File: config.mk
export PLATFORM = sky130hd
export DESIGN_NAME = systolic_sequencer
export DESIGN_NICKNAME = d
export VERILOG_FILES = /design/src/rtl/systolic_sequencer.sv
export SDC_FILE = /design/constraint.sdc
export NUM_CORES = 1
export LEC_CHECK = 0
export CORE_MARGIN = 1.5
export CORE_UTILIZATION = 30
export CTS_BUF_LIST = sky130_fd_sc_hd__clkbuf_4 sky130_fd_sc_hd__clkbuf_8
export DETAILED_ROUTE_END_ITERATION = 10
export GPL_TIMING_DRIVEN = 0
export SLEW_MARGIN = 20
export SYNTH_ARGS = -nofsm -noshare
export SYNTH_HDL_FRONTEND = slang
export SYNTH_SLANG_ARGS = --single-unit
File: constraint.sdc
create_clock -name clk -period 6.7 [get_ports clk]
set_input_delay 0.67 -clock clk [delete_from_list [all_inputs] [get_ports clk]]
set_output_delay 0.67 -clock clk [all_outputs]
set_load 0.05 [all_outputs]
File: src/rtl/systolic_sequencer.sv
// systolic_sequencer: clears, feeds skewed operand strobes to, and drains an N x N output-stationary MAC array.
module systolic_sequencer #(
  parameter int N = 4,
  parameter int K_MAX = 16,
  localparam int KW = $clog2(K_MAX + 1),
  localparam int IW = (K_MAX > 1) ? $clog2(K_MAX) : 1,
  localparam int TW = KW + $clog2(2 * N) + 1
) (
  input  logic            clk,
  input  logic            reset,
  input  logic            start,
  input  logic            abort,
  input  logic [KW-1:0]   k_len,
  output logic            pe_clear,
  output logic [N-1:0]    a_rd_en,
  output logic [N*IW-1:0] a_rd_k,
  output logic [N-1:0]    b_rd_en,
  output logic [N*IW-1:0] b_rd_k,
  output logic            busy,
  output logic            done,
  output logic            illegal
);
  typedef enum logic [2:0] {IDLE, CLEAR, FEED, DRAIN, DONE} state_t;
  state_t state, state_n;
  logic [TW-1:0] t, t_n, d, feed_end, drain_end;
  logic [KW-1:0] k_reg, k_n;
  logic legal, ill_n;
  logic [N-1:0] en_n;
  logic [N*IW-1:0] rk_n;
  assign legal = (k_len != '0) && (k_len <= KW'(K_MAX));
  assign feed_end = TW'(k_reg) + TW'(N) - TW'(2);
  assign drain_end = TW'(k_reg) + TW'(2 * N) - TW'(3);
  always_comb begin
    state_n = state;
    t_n = t;
    k_n = k_reg;
    ill_n = 1'b0;
    case (state)
      IDLE: if (start && !abort) begin
        if (legal) begin
          state_n = CLEAR;
          k_n = k_len;
        end else ill_n = 1'b1;
      end
      CLEAR: begin
        state_n = FEED;
        t_n = '0;
      end
      FEED: begin
        t_n = t + TW'(1);
        if (t == feed_end) state_n = (N == 1) ? DONE : DRAIN;
      end
      DRAIN: begin
        t_n = t + TW'(1);
        if (t == drain_end) state_n = DONE;
      end
      default: state_n = IDLE;
    endcase
    if (abort && state != IDLE) state_n = IDLE;
    en_n = '0;
    rk_n = '0;
    d = '0;
    // row/col i lags the edge by i cycles, so its k index is t-i
    for (int i = 0; i < N; i++) begin
      d = t_n - TW'(i);
      if (state_n == FEED && t_n >= TW'(i) && d < TW'(k_n)) begin
        en_n[i] = 1'b1;
        rk_n[i*IW +: IW] = IW'(d);
      end
    end
  end
  always_ff @(posedge clk or negedge reset)
    if (!reset) begin
      state <= IDLE;
      t <= '0;
      k_reg <= '0;
      pe_clear <= 1'b1;
      a_rd_en <= '0;
      b_rd_en <= '0;
      a_rd_k <= '0;
      b_rd_k <= '0;
      busy <= 1'b0;
      done <= 1'b0;
      illegal <= 1'b0;
    end else begin
      state <= state_n;
      t <= t_n;
      k_reg <= k_n;
      pe_clear <= (state_n == IDLE) || (state_n == CLEAR);
      a_rd_en <= en_n;
      b_rd_en <= en_n;
      a_rd_k <= rk_n;
      b_rd_k <= rk_n;
      busy <= state_n != IDLE;
      done <= state_n == DONE;
      illegal <= ill_n;
    end
endmodule
# == Yosys cells after proc, flatten, opt, wreduce, memory -nomap -nowiden ==
# Index checks and enable logic that the tools add are counted.
# totals
regBits,41
latch_bits,0
mem_bits_rw,0
rom_bits,0
inputBits,9
out_inout_bits,44
wordCells,74
n_memories,0
# op_classes
n_addsub,8
multipliers,0
div,0
n_lt_le_gt_ge,9
eq_ne,8
n_shift,0
mux,21
bitwise,0
reduce_logical,19
# ops
cell,count
$lt A9 B5 Y1,4
$eq A9 B9 Y1,2
$ge A9 B1 Y1 const B,2
$ge A9 B2 Y1 const B,2
$pmux W9 S2,1
$sub A9 B2 Y9 const B,2
$mux W4,4
$mux W3,5
$mux W5,3
$sub A6 B2 Y7 const B,2
$pmux W3 S4,1
$logic_and A1 B1 Y1,11
$add A9 B1 Y9 const B,1
$eq A3 B2 Y1 const B,3
$sub A9 B1 Y9 const B,1
$mux W1,7
$add A5 B3 Y6 const B,1
$add A5 B4 Y6 const B,1
$eq A3 B1 Y1 const B,2
$logic_not A3 Y1,2
$reduce_bool A3 Y1,2
$le A5 B5 Y1 const B,1
$reduce_bool A5 Y1,1
$eq A3 B3 Y1 const B,1
other kinds (3),3

# == Logic depth before layout (Yosys ltp) ==
# logic_depth
depth_word,10
ltp_mapped,13
mapped_depth_nobuf,12

# == Worst setup path after synthesis ==
# OpenSTA, ideal clock, no wires.
# synth_path
path_type,register -> register
from,register t[0]
to,register b_rd_k[14]
setup_ps,70
arrival_time_ps,2922
required_ps,6630
path_slack_ps,3708
path_stages_with_launch,12
path_buffers,0
synth_period_minus_slack_ps,2992
cell_sequence,dfrtp_1 > ha_1 > a22oi_1 > inv_1 > ha_1 > xor2_1 > ha_1 > a21o_1 > a21o_1 > a211oi_1 > o2111ai_2 > nor2b_2
# synth_via
elab_cells_between_ends,15
classes_between,add/sub (2); order compare (2); eq/ne (3); mux (6); reduce/logical (2)
# synth_lines
item,line_no,rtl
from (decl),25,"logic [TW-1:0] t, t_n, d, feed_end, drain_end;"
from (signal assigned),87,t <= t_n;
$add A9 B1 Y9 (*),"50, 54",
$pmux W9 S2 (*),38,case (state)
net t_n[1],25,
$sub A9 B2 Y9 / $ge A9 B2 Y1 (equally long branches),"65, 66",
$lt A9 B5 Y1 / $logic_and A1 B1 Y1 (equally long branches),66,if (state_n == FEED && t_n >= TW'(i) && d < TW'(k_n)) begin
$logic_and A1 B1 Y1,66,
$mux W4 (*),66,
net rk_n[14],29,logic [N*IW-1:0] rk_n;
to (signal assigned),93,b_rd_k <= rk_n;
to (decl),18,"output logic [N*IW-1:0] b_rd_k,"
# Mark *: on every way through the listed nets, which the timed path passes. The rest lies on a longest branch.

# == Final worst setup path ==
# layout_path
from,register t[0]
to,register b_rd_k[15]
# Same word-level chain as after synthesis.

==> flow_summary.json <==
{
  "fin_crit_sh_pct": 54.5,
  "synth_area_sq_um": 2860,
  "ant_nets": 0,
  "die_area_sq_um": 10100,
  "worst_pin_slew_ns": 0.794,
  "clk_pin_slew_ns": 0.09,
  "die_w_um": 101,
  "largest_reg_flops": 16,
  "postCtsResizedCells": 0,
  "cts_setup_buffers": 0,
  "grt_antenna_before_repair": 0,
  "post_drt_wl_per_cell_um": 13.8,
  "end_kind": "flip-flop",
  "required_ns": 6.93,
  "finalClockSkew_ns": 0.0113,
  "cts_tree": "done",
  "status": "finished, final reports clean",
  "gp_congestion": 0.880,
  "portBuffers": 52,
  "dr.pass1.iters": 4,
  "drive_gt1_share_pct": 15.2,
  "peakVddDrop_v": 0.000122,
  "hold_violations": 0,
  "synth_edf_count": 0,
  "start_util_pct": 31.0,
  "grt_pass1_vias": 2305,
  "vias": 2316,
  "cts_buffer_depth": 2,
  "power_leakage_nw": 1.68,
  "startpoint_type": "flip-flop",
  "min_period_ns": 3.65,
  "clock.fmax_mhz": 274,
  "ys_ff_latch": 41,
  "ys_seq_area_share_pct": 35.9,
  "root_buffer": "clkbuf_8",
  "synth_area_per_cell_sq_um": 9.54,
  "arrival_ns": 3.88,
  "fin_nets": 394,
  "hp-class": "in2async",
  "synthCells": 300,
  "htreeDepth": 2,
  "coreArea_sq_um": 9240,
  "finalMaxSlewViolations": 0,
  "vias_per_cell": 4.73,
  "maxCapViolCount": 0,
  "worstPathMaxFanout": 7,
  "dp.final_hpwl_mm": 5.12,
  "area_delta_synth_final_pct": 28.4,
  "grt_usage_pct": 14.3,
  "wirelength_mm": 6.77,
  "ctsHoldBuffers": 0,
  "yosysWarnings": 0,
  "grt_pass1_wl_mm": 11.4,
  "die_y_um": 101,
  "rsz0062_at_grt": "false",
  "cts_buffers": 5,
  "grt_overflow": 0,
  "async_reset_ff_share_pct": 100,
  "power_density_nw_per_um2": 252,
  "setup_viol": 0,
  "num_rows": 35,
  "diodes": 0,
  "grt_max_degree": 26,
  "drt_iter0_drc": 108,
  "drc": 0,
  "synth_nets": 334,
  "fin_tns_setup_ns": 0,
  "crit_type": "reg2reg",
  "power_mw": 0.925,
  "holdWs_ns": 0.304,
  "synth_flop_cell": "dfrtp_1",
  "clk_latency_ns": 0.29,
  "io_pins": 53,
  "relSlewSlack_pct": 47.1,
  "clkSinkCount": 41,
  "ys_types": 61
}
-- cell usage after synthesis, types with 2 or more instances --
| cell type | n | area (sq um) |
|---|---|---|
| ha_1 | 25 | 313 |
| buf_4 | 22 | 165 |
| nor2b_1 | 4 | 25.0 |
| buf_2 | 4 | 20.0 |
| a31oi_1 | 3 | 18.8 |
| dfrtp_1 | 40 | 1000 |
| buf_6 | 2 | 22.5 |
| a21o_1 | 6 | 45.0 |
| nand2b_1 | 4 | 25.0 |
| nand3b_1 | 3 | 22.5 |
| o211ai_1 | 2 | 15.0 |
| xnor2_1 | 15 | 131 |
| o22ai_1 | 2 | 12.5 |
| a211oi_1 | 2 | 15.0 |
| and3_1 | 3 | 18.8 |
| inv_1 | 16 | 60.1 |
| nor3b_1 | 5 | 37.5 |
| a21oi_1 | 9 | 45.0 |
| clkbuf_1 | 2 | 7.51 |
| nand3_1 | 8 | 40.0 |
| or3b_1 | 2 | 17.5 |
| nand4_1 | 6 | 37.5 |
| mux2_2 | 2 | 22.5 |
| nor4_1 | 6 | 37.5 |
| mux2i_1 | 7 | 70.1 |
| o21ai_0 | 9 | 45.0 |
| xor2_1 | 7 | 61.3 |
| nor3_1 | 10 | 50.1 |
| nand2_1 | 17 | 63.8 |
| nor2_1 | 26 | 97.6 |
-- layout make-up --
cell class                 instances  area (sq um)
clock inverter                     2          38.8
sequential                        41          1030
buffer                            30           215
inverter                          18          67.6
multi-input combinational        211          1550
timing repair buffer              53           536
clock buffer                       6          76.3
tap                              129           161
fill                             911          5570
-- worst max-delay path: stages, from the launching register on --
cell and delay (ns):
dfrtp_1 0.46, ha_1 0.32, a22oi_1 0.62, inv_1 0.31
ha_1 0.34, xor2_1 0.24, ha_1 0.28, a21o_1 0.19
a21o_1 0.17, a211oi_1 0.26, o2111ai_2 0.22, nor2_1 0.15
-- per-stage QoR --
| step | util (%) | setup slack [ns] | cell area [sq um] | instances |
|---|---|---|---|---|
| finish | 39.8 | 3.05 | 3670 | 490 |
| global route | 39.8 | 2.77 | 3670 | 490 |
| CTS | 39.8 | 2.97 | 3670 | 490 |
| detailed placement | 38.5 | 2.78 | 3560 | 482 |
| global placement | 38.4 | 2.79 | 3540 | 481 |
| floorplan | - | 3.71 | 2860 | 300 |
-- layout by cell type, fill, tap and decap left out, types with 2 or more instances in the layout --
cell             instances
and3_1                   3
dfrtp_1                 40
a31oi_1                  3
o211ai_1                 2
nand3_1                  8
nand3b_1                 3
xnor2_1                 15
nor2b_1                  4
a21oi_1                  9
nor3_1                  10
clkbuf_8                 5
buf_2                    5
buf_4                   22
nand2b_1                 4
mux2i_1                  7
nor4_1                   6
nand4_1                  6
a211oi_1                 2
a21o_1                   6
ha_1                    25
clkbuf_1                 2
nor3b_1                  5
o21ai_0                  9
mux2_2                   2
clkdlybuf4s50_1         51
buf_6                    2
xor2_1                   7
nor2_1                  26
inv_1                   16
nand2_1                 17
or3b_1                   2
o22ai_1                  2
-- final timing paths --
check                      slack (ns)   from         end  cells past startpoint
max in group asynchronous        5.84  reset    pe_clear                      2
setup / recovery                 3.05   t[0]  b_rd_k[15]                     11
setup reg to reg                 3.05   t[0]  b_rd_k[15]                     11
hold / removal                   0.30  reset     illegal                      1
min in group clk                 0.53   t[8]        t[8]                      1
hold reg to reg                  0.53   t[8]        t[8]                      1
-- where the power goes --
group | total (mW) | internal, mW | switching (mW) | leakage, nW
combinational | 0.435 | 0.181 | 0.253 | 1.06
sequential | 0.286 | 0.263 | 0.0229 | 0.556
clock | 0.205 | 0.116 | 0.0886 | 0.0588
total | 0.925 | 0.560 | 0.365 | 1.68
-- logic make-up (layout without fill, tap and decap cells) --
| family | Yosys count | count (layout) | synth area share, % |
|---|---|---|---|
| XOR/XNOR | 22 | 22 | 6.73 |
| multiplexers | 9 | 9 | 3.23 |
| adder cells (fa/ha/maj) | 25 | 25 | 10.9 |
| buffers and inverters | 48 | 109 | 9.88 |
| AO/OA/AOI/OAI | 50 | 50 | 12.6 |
| AND/OR/NAND/NOR | 105 | 105 | 20.7 |
| flip-flops | 41 | 41 | 35.9 |
-- layer usage --
metal | share of wire, % | global-route usage, %
met1 | 47 | 19.2
met5 | 0 | 0
met3 | 4.7 | 3.19
met4 | 1.3 | 4.88
met2 | 47 | 22.6
Note: power is estimated with default switching activity, not from simulation.
